<file path="src/rtl/uart_apb_pkg.sv">
// Shared types and constants for the UART APB arbiter slice.
// Holds the FSM state encoding, the requester count and the UART register map.
package uart_apb_pkg;

  localparam int NUM_REQ = 2;

  typedef enum logic [1:0] {
    ST_IDLE   = 2'd0,
    ST_SETUP  = 2'd1,
    ST_ACCESS = 2'd2,
    ST_RESP   = 2'd3
  } state_e;

  // UART slave register offsets
  localparam logic [31:0] TXRX      = 32'd0;
  localparam logic [31:0] BRD       = 32'd1;
  localparam logic [31:0] PRESCALE  = 32'd2;
  localparam logic [31:0] UARTCTRL  = 32'd3;
  localparam logic [31:0] UARTFLAGS = 32'd4;

  // Requester index to one-hot response/accept vector
  function automatic logic [NUM_REQ-1:0] req_onehot(input logic idx);
    return idx ? 2'b10 : 2'b01;
  endfunction

endpackage

</file>
<file path="src/rtl/rr_arb2.sv">
// Two-way round-robin grant: one-hot grant from the valid vector, and the
// last-granted pointer advances only when the grant is actually taken.
module rr_arb2
  import uart_apb_pkg::*;
(
  input  logic               clk,
  input  logic               rst,
  input  logic [NUM_REQ-1:0] valid_i,
  input  logic               en_i,
  output logic [NUM_REQ-1:0] grant_o
);

  // Last granted requester; reset value 1 makes requester 0 win first
  logic last_q;

  // Contention goes to the requester that was not granted last; a lone valid always wins
  always_comb begin
    // NOTE: default assignment first so no path leaves grant_o unassigned (no latch).
    grant_o = '0;
    if (valid_i == 2'b11) grant_o = last_q ? 2'b01 : 2'b10;
    else                  grant_o = valid_i;
  end

  // Remember the winner whenever a grant is consumed
  always_ff @(posedge clk or posedge rst) begin
    // NOTE: sequential state uses non-blocking assignments so all flops update together.
    if (rst)                     last_q <= 1'b1;
    else if (en_i && |valid_i)   last_q <= grant_o[1];
  end

endmodule

</file>
<file path="src/rtl/uart_apb_arbiter.sv">
// Arbitrates two command requesters onto a single APB master port to a UART.
// IDLE grants and latches a command, SETUP/ACCESS run the APB transfer,
// RESP returns data/error to the granted requester.
// Optional feature: define UART_APB_ARB_TIMEOUT_EN to abort ACCESS after
// TIMEOUT_CYCLES wait cycles with an error response.
module uart_apb_arbiter
  import uart_apb_pkg::*;
#(
  parameter int unsigned TIMEOUT_CYCLES = 255
) (
  input  logic        PCLK,
  input  logic        PRESET,
  input  logic [1:0]  REQ_VALID,
  input  logic [1:0]  REQ_WRITE,
  input  logic [63:0] REQ_ADDR,
  input  logic [63:0] REQ_WDATA,
  input  logic [7:0]  REQ_STRB,
  output logic [1:0]  REQ_ACCEPT,
  output logic [1:0]  RSP_VALID,
  output logic [31:0] RSP_RDATA,
  output logic        RSP_ERR,
  output logic        PSEL,
  output logic        PENABLE,
  output logic        PWRITE,
  output logic [31:0] PADDR,
  output logic [31:0] PWDATA,
  output logic [3:0]  PSTRB,
  input  logic [31:0] PRDATA,
  input  logic        PREADY,
  input  logic        PSLVERR,
  output logic        BUSY
);

  // Legal timeout range is 1..255 (8-bit wait counter)
  if ((TIMEOUT_CYCLES < 1) || (TIMEOUT_CYCLES > 255)) begin : g_bad_timeout
    $error("uart_apb_arbiter: TIMEOUT_CYCLES must be in 1..255");
  end

  state_e      state_q;
  logic        sel_q;        // granted requester index
  logic        write_q;
  logic [31:0] addr_q;
  logic [31:0] wdata_q;
  logic [3:0]  strb_q;
  logic [31:0] rdata_q;
  logic        err_q;

  logic [1:0]  grant;
  logic        idle;
  logic        write_d;
  logic [31:0] addr_d;
  logic [31:0] wdata_d;
  logic [3:0]  strb_d;

  assign idle = (state_q == ST_IDLE);

  rr_arb2 u_rr_arb2 (
    .clk     (PCLK),
    .rst     (PRESET),
    .valid_i (REQ_VALID),
    .en_i    (idle),
    .grant_o (grant)
  );

  // Select the granted requester's command; reads carry zero data and strobes
  always_comb begin
    write_d = grant[1] ? REQ_WRITE[1]      : REQ_WRITE[0];
    addr_d  = grant[1] ? REQ_ADDR[63:32]   : REQ_ADDR[31:0];
    wdata_d = grant[1] ? REQ_WDATA[63:32]  : REQ_WDATA[31:0];
    strb_d  = grant[1] ? REQ_STRB[7:4]     : REQ_STRB[3:0];
    if (!write_d) begin
      wdata_d = '0;
      strb_d  = '0;
    end
  end

`ifdef UART_APB_ARB_TIMEOUT_EN
  localparam logic [7:0] TIMEOUT_LIMIT = 8'(TIMEOUT_CYCLES);
  logic [7:0] wait_q;
`endif

  // Transfer FSM: grant/latch, APB setup and access phases, one-cycle response
  always_ff @(posedge PCLK or posedge PRESET) begin
    if (PRESET) begin
      state_q <= ST_IDLE;
      sel_q   <= 1'b0;
      write_q <= 1'b0;
      addr_q  <= '0;
      wdata_q <= '0;
      strb_q  <= '0;
      rdata_q <= '0;
      err_q   <= 1'b0;
`ifdef UART_APB_ARB_TIMEOUT_EN
      wait_q  <= '0;
`endif
    end else begin
      case (state_q)
        ST_IDLE: begin
          if (|grant) begin
            sel_q   <= grant[1];
            write_q <= write_d;
            addr_q  <= addr_d;
            wdata_q <= wdata_d;
            strb_q  <= strb_d;
            state_q <= ST_SETUP;
          end
        end
        ST_SETUP: begin
`ifdef UART_APB_ARB_TIMEOUT_EN
          wait_q  <= '0;
`endif
          state_q <= ST_ACCESS;
        end
        ST_ACCESS: begin
          if (PREADY) begin
            rdata_q <= write_q ? 32'd0 : PRDATA;
            err_q   <= PSLVERR;
            state_q <= ST_RESP;
          end
`ifdef UART_APB_ARB_TIMEOUT_EN
          else if (wait_q + 8'd1 == TIMEOUT_LIMIT) begin
            rdata_q <= '0;
            err_q   <= 1'b1;
            state_q <= ST_RESP;
          end else if (wait_q != 8'hFF) begin
            wait_q  <= wait_q + 8'd1;
          end
`endif
        end
        ST_RESP: begin
          state_q <= ST_IDLE;
        end
        default: state_q <= ST_IDLE;
      endcase
    end
  end

  logic apb_phase;
  logic resp;
  assign apb_phase = (state_q == ST_SETUP) || (state_q == ST_ACCESS);
  assign resp      = (state_q == ST_RESP);

  assign BUSY       = !idle;
  assign REQ_ACCEPT = (idle && !PRESET) ? grant : 2'b00;
  assign PSEL       = apb_phase;
  assign PENABLE    = (state_q == ST_ACCESS);
  assign PWRITE     = apb_phase && write_q;
  assign PADDR      = apb_phase ? addr_q  : 32'd0;
  assign PWDATA     = apb_phase ? wdata_q : 32'd0;
  assign PSTRB      = apb_phase ? strb_q  : 4'd0;
  assign RSP_VALID  = resp ? req_onehot(sel_q) : 2'b00;
  assign RSP_RDATA  = resp ? rdata_q : 32'd0;
  assign RSP_ERR    = resp && err_q;

endmodule

</file>
<file path="config.mk">
export PLATFORM = sky130hd
export DESIGN_NAME = uart_apb_arbiter
export DESIGN_NICKNAME = d
export VERILOG_FILES = /design/src/rtl/uart_apb_pkg.sv /design/src/rtl/rr_arb2.sv /design/src/rtl/uart_apb_arbiter.sv
export SDC_FILE = /design/constraint.sdc
export NUM_CORES = 1
export LEC_CHECK = 0
export ABC_CLOCK_PERIOD_IN_PS = 3900
export CELL_PAD_IN_SITES_DETAIL_PLACEMENT = 1
export CELL_PAD_IN_SITES_GLOBAL_PLACEMENT = 2
export CORE_MARGIN = 2
export CORE_UTILIZATION = 23
export CTS_BUF_LIST = sky130_fd_sc_hd__clkbuf_4
export CTS_CLUSTER_SIZE = 28
export DETAILED_ROUTE_END_ITERATION = 12
export PLACE_DENSITY_LB_ADDON = 0.1
export SYNTH_ARGS = -nofsm -noshare
export SYNTH_HDL_FRONTEND = slang
export SYNTH_SLANG_ARGS = --single-unit
</file>
<file path="constraint.sdc">
create_clock -name PCLK -period 3.9 [get_ports PCLK]
set_input_delay 0.39 -clock PCLK [delete_from_list [all_inputs] [get_ports PCLK]]
set_output_delay 0.39 -clock PCLK [all_outputs]
set_load 0.05 [all_outputs]
</file>
[Word level (Yosys, flattened, before mapping)]
Index checks and enable logic that the tools add are counted.
Operators by class
  $lt $le $gt $ge: 0
  equality and inequality tests: 6
  muxes and demuxes: 19
  bitwise logic cells: 0
  divide/modulo/power cells: 0
  add/subtract/negate cells: 0
  shift operators: 0
  reductions and logical operators: 13
  $mul: 0
Operators with widths (number)
  32-bit two-way mux: 7
  2-bit two-way mux: 7
  4-bit two-way mux: 3
  2-bit case mux with 4 select lines: 1
  2-bit equality test (second input constant): 3
  2-bit AND reduction: 3
  1-bit logical AND: 4
  2-bit by 1-bit inequality test with 1-bit output (second input constant): 2
  2-bit OR reduction: 2
  2-bit by 1-bit equality test with 1-bit output (second input constant): 1
  1-bit zero test: 2
  2-bit zero test: 1
  1-bit logical OR: 1
  1-bit two-way mux: 1
Storage, ports and cells
  memory bits (writable): 0
  input bits: 176
  output and inout bits: 109
  ROM bits: 0
  memories kept: 0
  latch bits: 0
  word-level logic and storage cells: 47
  register bits after elaboration: 106

[Depth between registers and ports, before layout]
Gate-level depths: netlist of run 1.
  depth in word-level cells: 5
  gate-level depth with buffers: 8
  mapped depth without buffers: 5

[Modules after synthesis]
A second synthesis of run 1 with hierarchy kept.
Second synthesis, totals
  cell total of the unflattened synthesis: 582
  area total of the unflattened synthesis: 5560.3 um2
Modules (own cells, without submodules)
  uart_apb_arbiter: area each 5500.3 um2, cells each 575, instances 1, sequential area each 2627.5 um2
  rr_arb2: area each 60.1 um2, cells each 7, instances 1, sequential area each 26.3 um2

[Least setup slack after synthesis of run 1]
OpenSTA, ideal clock, no wires.
  kind: in2out
  start: input PRESET
  end: output REQ_ACCEPT[1]
  stages on the path: 2
  required time: 3.510 ns
  setup slack: 0.179 ns
  path buffers: 0
  arrival: 3.331 ns
  path through: inv_1 -> and3_1
Between the ends
  word-level cells in the longest chain between the ends: 3
Ends and longest elaborated chain
  from (decl): line uart_apb_arbiter.sv:12  | input logic PRESET,
  1-bit zero test (no line)
  1-bit logical AND: line uart_apb_arbiter.sv:144  | assign REQ_ACCEPT = (idle && !PRESET) ? grant : 2'b00;
  2-bit two-way mux: line uart_apb_arbiter.sv:144
  to (decl): line uart_apb_arbiter.sv:18  | output logic [1:0] REQ_ACCEPT,
No other way between the ends.

[Worst setup path after layout of run 1]
  start: register state_q[1]
  end: output PWDATA[12]
Between the ends
  word-level cells in the longest chain between the ends: 3
  elaborated cells between the ends (all ways): 4
  those cells by class: 2 x eq/ne; 1 x mux; 1 x reduce/logical
Ends and longest elaborated chain
  from (decl): line uart_apb_arbiter.sv:39  | state_e state_q;
  from (signal assigned): line uart_apb_arbiter.sv:85  | state_q <= ST_IDLE;
  from (signal assigned): line uart_apb_arbiter.sv:105  | state_q <= ST_SETUP;
  from (signal assigned): line uart_apb_arbiter.sv:112  | state_q <= ST_ACCESS;
  2-bit by 1-bit equality test with 1-bit output / 2-bit equality test (equally long branches): line uart_apb_arbiter.sv:140  | assign apb_phase = (state_q == ST_SETUP) || (state_q == ST_ACCESS);
  1-bit logical OR *: line uart_apb_arbiter.sv:140
  32-bit two-way mux *: line uart_apb_arbiter.sv:149  | assign PWDATA = apb_phase ? wdata_q : 32'd0;
  to (decl): line uart_apb_arbiter.sv:26  | output logic [31:0] PWDATA,
Every way passes the cells marked *; elsewhere a longest branch is shown, timed or not.

==> key figures, run 1 <==
Clock network
  – Post-CTS Setup Inserts: 0
  – # hold bufs at CTS: 0
  – Clock-pin slew on the worst setup and hold paths: 0.17 ns
  – PostCTS Resize Cnt: 0
  – Maximum level of the CTS H-tree: 3
  – Worst-Skew Late Latency: 0.47 ns
  – Clock Root Buffer: clkbuf_4
  – Inserted Clock Buffers: 9
  – Clk buf depth: 2
  – Clk sinks: 106
  – CTS tree: built

Timing
  – Max-slew violation count: 0
  – # setup viols final: 0
  – Final period utilization: 0.855
  – Total negative slack: 0 ns
  – Fmax: 300 MHz
  – Worst slew margin: 0.248
  – Post-layout minimum cycle time: 3.33 ns
  – RSZ-0062 raised after global routing: no
  – Skew final: 0.0262 ns
  – Least-Margin Pin Slew: 1.13 ns
  – Hold Slack: 0.420 ns
  – Final hold vios: 0

Critical path
  – CP endpoint kind: primary output
  – Top fanout value on the critical path: 30
  – Worst setup path end: PWDATA[12]
  – Worst setup SP type: flip-flop
  – Arrival @ worst endpoint: 2.94 ns
  – CP startpoint: state_q[1]
  – R2R cell count: 5
  – Slack of the worst reg-to-reg path: 1.64 ns
  – RR Endpoint: wdata_q[29]
  – Kind of critical path: flip-flop to primary output
  – Reg2reg start: state_q[0]
  – Required time worst endpoint: 3.51 ns

Synth
  – Syn Area/Cell: 9.46 sq um
  – Distinct cells, synth: 26
  – Synthesized area: 5490 sq um
  – Warnings from Yosys: 0
  – Sequential fraction of the synthesis area: 0.484
  – Post-Synthesis Cells: 580
  – Net count after synthesis: 759
  – Synthesized flop and latch total: 106

Power
  – Worst VDD drop: 0.312 mV
  – LEAKAGE: 3.66 nW
  – Pwr Density: 802 nW/um^2
  – Total Power: 6.99 mW

Final layout
  – Commonest non-fill, non-tap cell in the layout: clkdlybuf4s50_1
  – Util after Layout: 0.371
  – Most frequent cells in the layout: 284 x clkdlybuf4s50_1, 105 x and2_1, 105 x dfrtp_1
  – Final Net Count: 1019
  – Share of cells above drive strength 1: 0.0368
  – Area delta synth->final: 59.0%
  – Non-filler cells, final: 1164
  – Fill count: 2669

Place
  – Placed Cells: 1148
  – Final Wtd Congestion: 0.745
  – Detailed Place HPWL: 14600 microns
  – Buffers on Ports: 284

Run status
  – Outcome: completed

Job
  – Max-Cap Viols: 0

Route
  – Routed vias/inst: 4.26
  – Drt first pass iters: 4
  – Avg WL per Cell: 16.9 microns
  – DRC Markers: 0
  – Initial detailed-routing violation count: 242
  – Vias post-DR: 4958
  – DRT Wirelength: 19700 microns
  – Post-DRT Antenna Nets: 0

Floorplanning
  – Die width: 158 microns
  – Initial Util: 0.234
  – Core area: 23500 sq um
  – Row cnt: 56
  – Die H: 158 microns
  – Top Ports: 285
  – Die Footprint: 25100 sq um

Global route
  – Antenna violations before repair: 2
  – Total track usage: 0.160
  – Number of global-route vias before repair: 5476
  – First-pass GRT wire length: 30800 microns
  – Largest net degree at the start of global routing: 89
  – Grt ovf: 0

Worst hold path
  – HP Class: input port to asynchronous set/reset pin
[synthesized netlist by cell type, drive strengths merged]
master | instances | area [sq um]
o32a | 1 | 10.0
dfstp | 1 | 26.3
mux2i | 68 | 681
inv | 5 | 18.8
nor3 | 1 | 5.00
a21oi | 1 | 5.00
o22a | 1 | 8.76
nor2b | 1 | 6.26
mux2 | 2 | 22.5
ha | 3 | 37.5
and2 | 105 | 657
dfrtp | 105 | 2630
and3 | 1 | 6.26
buf | 18 | 126
clkbuf | 25 | 95.1
nand2b | 33 | 206
o21ai | 101 | 505
a32oi | 1 | 27.5
a21boi | 1 | 7.51
nand2 | 104 | 390
a22o | 1 | 8.76
a31oi | 1 | 6.26
[metal layers]
| metal | GRT usage | vias up | part of all wire |
|---|---|---|---|
| met5 | 0 | - | 0 |
| met4 | 0.0485 | 0 | 0.016 |
| met3 | 0.0495 | 17 | 0.070 |
| met2 | 0.275 | 159 | 0.49 |
| met1 | 0.191 | 2366 | 0.42 |
| li1 | - | 2416 | - |
[final cells by class]
class / count / area, sq um / share of cell area
diodes: 2 / 5.00 / 0.000574
clock buffers: 10 / 75.1 / 0.00861
clock inverters: 4 / 31.3 / 0.00359
inverters: 5 / 21.3 / 0.00244
multi-input cells: 426 / 2620 / 0.300
flip-flops and latches: 106 / 2650 / 0.304
well taps: 319 / 399 / 0.0458
repair buffers: 292 / 2920 / 0.334
[state kept, by name, indices dropped and copies added, names as in the netlist]
signal	flops
addr_q	32
rdata_q	32
wdata_q	32
strb_q	4
state_q	2
err_q	1
sel_q	1
u_rr_arb2.last_q	1
write_q	1
[power by group]
part,leakage (nW),switching [mW],total (mW),internal [mW]
logic,2.26,3.03,4.64,1.60
registers,1.35,0.240,1.83,1.59
clock network,0.0506,0.387,0.519,0.133
total,3.66,3.66,6.99,3.33
[per-stage QoR]
step	instance area (sq um)	setup slack, ns
after floorplan	5490	0.179
after global placement	8610	0.946
after detailed placement	8610	0.807
after CTS	8710	0.445
after global routing	8720	0.323
final	8720	0.566
[worst max-delay path, cell delays in order (launching register included)]
cell             delay, ns
dfrtp_1               0.42
inv_1                 0.06
ha_2                  0.66
buf_4                 0.33
and2_1                0.17
clkdlybuf4s50_1       0.84
[cell families (layout without fill, tap and decap cells)]
family,Yosys count,count (layout),synth area share
and+or+nand+nor,245,245,0.232
adders and majority gates,3,3,0.00684
AOI/OAI and AO/OA,108,108,0.106
muxes,70,70,0.128
buffers and inverters,48,311,0.0438
other,0,2,0
DFF,106,106,0.484
[worst min path at each step]
stage | from | endpoint | slack, ns | cells past startpoint
after floorplan | addr_q[0] | addr_q[0] | 0.44 | 2
after global placement | rdata_q[18] | rdata_q[18] | 0.45 | 2
after detailed placement | wdata_q[10] | wdata_q[10] | 0.46 | 2
after CTS | PRESET | addr_q[12] | 0.39 | 3
after global routing | PRESET | addr_q[12] | 0.43 | 3
final | PRESET | addr_q[12] | 0.42 | 3
Note: power is estimated with default switching activity, not from simulation.
==> run 2: changes to the inputs <==
- CORE_MARGIN: 2 -> 4
- CORE_UTILIZATION: 23 -> 22
- CTS_BUF_LIST: sky130_fd_sc_hd__clkbuf_4 -> sky130_fd_sc_hd__clkbuf_16
==> run 2 against run 1 <==
Against the previous run: worst hold slack improved by 0.049 ns; worst setup slack got worse by 0.057 ns; sequential cell count did not move; combinational power barely moved; clock skew fell by 0.018 ns; die area rose by 9.7%; cell area rose by 2.2%; largest cell class unchanged; largest power group unchanged.
==> key figures, run 2 (same netlist as run 1, synthesis figures left out) <==
Critical path
  – Required time worst endpoint: 3.51 ns
  – Slack of the worst reg-to-reg path: 1.60 ns
  – Kind of critical path: flip-flop to primary output
  – Top fanout value on the critical path: 51
  – Reg2reg start: state_q[0]
  – Worst setup SP type: flip-flop
  – CP startpoint: state_q[1]
  – CP endpoint kind: primary output
  – Arrival @ worst endpoint: 3.00 ns

Run status
  – Outcome: completed

Timing
  – Total negative slack: 0 ns
  – Post-route setup slack: 0.509 ns
  – Skew final: 0.00814 ns
  – Fmax: 295 MHz
  – Least-Margin Pin Slew: 1.17 ns
  – Worst slew margin: 0.220
  – Final period utilization: 0.869
  – # setup viols final: 0
  – Final hold vios: 0
  – Max-slew violation count: 0
  – Post-layout minimum cycle time: 3.39 ns
  – RSZ-0062 raised after global routing: no

Place
  – Dpl ws: 0.833 ns
  – Buffers on Ports: 284
  – Final Wtd Congestion: 0.707
  – Detailed Place HPWL: 14800 microns

Final layout
  – Share of cells above drive strength 1: 0.0332
  – Commonest non-fill, non-tap cell in the layout: clkdlybuf4s50_1
  – Util after Layout: 0.365
  – Largest regs: addr_q (32), rdata_q (32), wdata_q (32)
  – Antenna Cells: 0
  – Final Net Count: 1017
  – Most frequent cells in the layout: 284 x clkdlybuf4s50_1, 105 x and2_1, 105 x dfrtp_1
  – Area delta synth->final: 62.5%

Clock network
  – Post-CTS Setup Inserts: 0
  – Maximum level of the CTS H-tree: 3
  – Clock-pin slew on the worst setup and hold paths: 0.08 ns
  – Clk buf depth: 2
  – # hold bufs at CTS: 0
  – Clock Root Buffer: clkbuf_16
  – Inserted Clock Buffers: 9
  – Clk sinks: 106
  – PostCTS Resize Cnt: 0
  – Worst-Skew Late Latency: 0.35 ns
  – CTS tree: built

Global route
  – Met1 Track Usage GR: 0.180
  – Number of global-route vias before repair: 5596
  – Global-route met3 utilization: 0.0533
  – Total track usage: 0.147
  – Grt ovf: 0
  – Grt peak-use layer: met2
  – Antenna violations before repair: 3
  – Met2 usage: 0.244
  – Largest net degree at the start of global routing: 82
  – First-pass GRT wire length: 32400 microns

Route
  – Vias post-DR: 5003
  – DRC Markers: 0
  – Post-DRT Antenna Nets: 0
  – Initial detailed-routing violation count: 170
  – Drt first pass iters: 4
  – DRT Wirelength: 20500 microns
  – Avg WL per Cell: 17.5 microns
  – Routed vias/inst: 4.29

Floorplanning
  – Initial Util: 0.225
  – Die Footprint: 27500 sq um
  – Die H: 166 microns
  – Die width: 166 microns
  – Row cnt: 57
  – Top Ports: 285
  – Core area: 24400 sq um

Worst hold path
  – HP Class: input port to asynchronous set/reset pin

Job
  – Max-Cap Viols: 0

Power
  – Pwr Density: 841 nW/um^2
  – Worst VDD drop: 0.336 mV
  – LEAKAGE: 3.75 nW
[run 2: cell count changes in the layout (fill, tap and decap cells not counted), sizes merged]
cell	before	now
buf	8	6
diode	2	0
clkbuf	10	9
inv	5	7
clkinvlp	3	2
bufinv	0	2
[run 2: where the power goes]
part,internal [mW],leakage (nW),switching [mW]
sequential,1.60,1.35,0.238
clock,0.558,0.152,0.437
combinational,1.59,2.25,3.08
total,3.75,3.75,3.75
[run 2: path summary, 6_finish.rpt]
path                                     to  depth (start not counted)
worst min-delay path             addr_q[19]                          2
worst min register to register   rdata_q[2]                          2
worst max register to register  wdata_q[18]                          5
min in group PCLK                rdata_q[2]                          2
max in group asynchronous       rdata_q[21]                          3
worst max-delay path               PADDR[2]                          5
[run 2: routing by layer]
layer	wire length, microns	vias up
li1	-	2414
met1	8800	2394
met2	9660	166
met3	1660	23
met4	311	6
met5	35	-
[run 2: final cells by class]
class                   count  area (sq um)
clock buffers               9           225
clock inverters             7          86.3
fillers                  2796         15500
inverters                   5          21.3
multi-input cells         426          2620
flip-flops and latches    106          2650
well taps                 324           405
repair buffers            290          2900
[run 2: worst max-delay path, stage by stage (launching register included)]
cell             delay [ns]
dfrtp_1                0.39
inv_1                  0.07
ha_2                   0.55
buf_4                  0.52
and2_1                 0.25
clkdlybuf4s50_1        0.83
[run 2: through the flow]
stage               cell area, sq um  hold slack, ns  cells  total power, mW
floorplan                       5490           0.442    580             4.90
global placement                8600           0.455   1151             6.53
detailed placement              8600           0.462   1151             6.61
CTS                             8910           0.482   1167             7.65
global route                    8910           0.508   1167             7.98
finish                          8910           0.469   1167             7.50
==> run 3: changes to the inputs <==
--- a/config.mk
+++ b/config.mk
@@ -6,4 +6,5 @@
 export NUM_CORES = 1
 export LEC_CHECK = 0
+export ABC_AREA = 0
 export ABC_CLOCK_PERIOD_IN_PS = 3900
 export CELL_PAD_IN_SITES_DETAIL_PLACEMENT = 1
==> constraint.sdc (replaced) <==
create_clock -name PCLK -period 3.9 [get_ports PCLK]
set_input_delay 0.78 -clock PCLK [delete_from_list [all_inputs] [get_ports PCLK]]
set_output_delay 0.78 -clock PCLK [all_outputs]
set_load 0.05 [all_outputs]
==> run 3 against run 2 <==
Against the previous run: sequential power is essentially flat; register-to-register slack gained 0.22 ns; clock power shrank 14%; non-clock buffer count grew 6; worst hold slack gained 0.0037 ns; sequential cell count is the same; critical path type unchanged; largest cell class unchanged; highest routed layer is now met4.
==> key figures, run 3 (same netlist as run 1, synthesis figures left out) <==
Critical path
  – CP endpoint kind: primary output
  – Arrival @ worst endpoint: 2.72 ns
  – Worst setup SP type: flip-flop
  – Top fanout value on the critical path: 47
  – Slack of the worst reg-to-reg path: 1.82 ns
  – Kind of critical path: flip-flop to primary output
  – Required time worst endpoint: 3.12 ns
  – R2R cell count: 4
  – RR Endpoint: err_q
  – Reg2reg start: state_q[0]

Floorplanning
  – Core area: 24400 sq um
  – Initial Util: 0.225
  – Die H: 166 microns
  – Top Ports: 285
  – Die width: 166 microns
  – Die Footprint: 27500 sq um
  – Row cnt: 57

Job
  – Max-Cap Viols: 0

Clock network
  – Clock-pin slew on the worst setup and hold paths: 0.07 ns
  – PostCTS Resize Cnt: 0
  – Worst-Skew Late Latency: 0.35 ns
  – Post-CTS Setup Inserts: 0
  – CTS tree: built
  – Inserted Clock Buffers: 9
  – # hold bufs at CTS: 0
  – Clk sinks: 106
  – Maximum level of the CTS H-tree: 3
  – Clock Root Buffer: clkbuf_16
  – Clk buf depth: 2

Timing
  – Post-layout minimum cycle time: 3.50 ns
  – Final hold vios: 0
  – Skew final: 0.0100 ns
  – Max-slew violation count: 0
  – # setup viols final: 0
  – RSZ-0062 raised after global routing: no
  – Fmax: 286 MHz
  – Worst slew margin: 0.276
  – Least-Margin Pin Slew: 1.08 ns
  – Post-route setup slack: 0.403 ns
  – Hold Slack: 0.473 ns
  – Total negative slack: 0 ns
  – Final period utilization: 0.897

Final layout
  – Share of cells above drive strength 1: 0.0436
  – Area delta synth->final: 63.2%
  – Largest regs: addr_q (32), rdata_q (32), wdata_q (32)
  – Fill count: 2773
  – Most frequent cells in the layout: 283 x clkdlybuf4s50_1, 105 x and2_1, 105 x dfrtp_1
  – Commonest non-fill, non-tap cell in the layout: clkdlybuf4s50_1
  – Final Net Count: 1023
  – Antenna Cells: 0

Route
  – Routed vias/inst: 4.21
  – DRT Wirelength: 19900 microns
  – Avg WL per Cell: 17.0 microns
  – Post-DRT Antenna Nets: 0
  – Initial detailed-routing violation count: 186
  – DRC Markers: 0
  – Drt first pass iters: 4
  – Vias post-DR: 4944

Global route
  – Total track usage: 0.142
  – First-pass GRT wire length: 31400 microns
  – Grt ovf: 0
  – Number of global-route vias before repair: 5510
  – Antenna violations before repair: 0
  – Largest net degree at the start of global routing: 75

Place
  – Final Wtd Congestion: 0.765
  – Dpl ws: 0.533 ns
  – Detailed Place HPWL: 14900 microns
  – Buffers on Ports: 284

Power
  – LEAKAGE: 3.77 nW
  – Worst VDD drop: 0.276 mV
  – Pwr Density: 827 nW/um^2

Worst hold path
  – Critical hold path startpoint: wdata_q[28]
  – Worst Hold Depth: 2
  – End of the worst hold path: wdata_q[28]
  – HP Class: flip-flop to flip-flop

Run status
  – Outcome: completed
## run 3: cell types whose count changed in the layout (fill, tap and decap cells not counted), moves of 2 or more
cell	previous run	this run
clkinv_2	0	2
bufinv_16	2	0
buf_12	1	4
buf_4	5	9
## run 3: cell type report
class	instances	area, sq um	area share
inverters	5	22.5	0.00252
well taps	324	405	0.0453
clock buffers	9	225	0.0252
multi-input cells	426	2620	0.293
clock inverters	7	46.3	0.00517
flip-flops and latches	106	2650	0.296
repair buffers	296	2980	0.333
## run 3: layer usage
| metal | track usage | routed length, microns |
|---|---|---|
| met2 | 0.244 | 9770 |
| met5 | 0 | 0 |
| met3 | 0.0452 | 1400 |
| met4 | 0.0420 | 337 |
| met1 | 0.171 | 8420 |
## run 3: metrics by stage
| step | std cells | utilization | area [sq um] | power [mW] |
|---|---|---|---|---|
| after floorplan | 580 | - | 5490 | 4.90 |
| after global placement | 1157 | 0.356 | 8680 | 6.58 |
| after detailed placement | 1157 | 0.356 | 8680 | 6.67 |
| after CTS | 1173 | 0.367 | 8950 | 7.57 |
| after global routing | 1173 | 0.367 | 8950 | 7.92 |
| final | 1173 | 0.367 | 8950 | 7.41 |
## run 3: how the worst max path moves through the flow
stage | start | end | slack (ns)
floorplan | PRESET | REQ_ACCEPT[1] | 0.12
global placement | REQ_VALID[1] | REQ_ACCEPT[0] | 0.54
detailed placement | REQ_VALID[1] | REQ_ACCEPT[0] | 0.53
CTS | state_q[1] | PWRITE | 0.34
global route | state_q[1] | PWDATA[26] | 0.23
finish | state_q[1] | PADDR[2] | 0.40
## run 3: power breakdown
part | switching [mW] | total [mW] | internal, mW | leakage (nW)
clock | 0.427 | 0.860 | 0.433 | 0.133
sequential | 0.235 | 1.83 | 1.60 | 1.35
combinational | 3.07 | 4.71 | 1.64 | 2.29
## run 3: worst max-delay path: stages (launching register included)
cell             delay, ns
dfrtp_1               0.40
inv_1                 0.06
ha_2                  0.62
buf_12                0.27
and2_1                0.16
clkdlybuf4s50_1       0.86
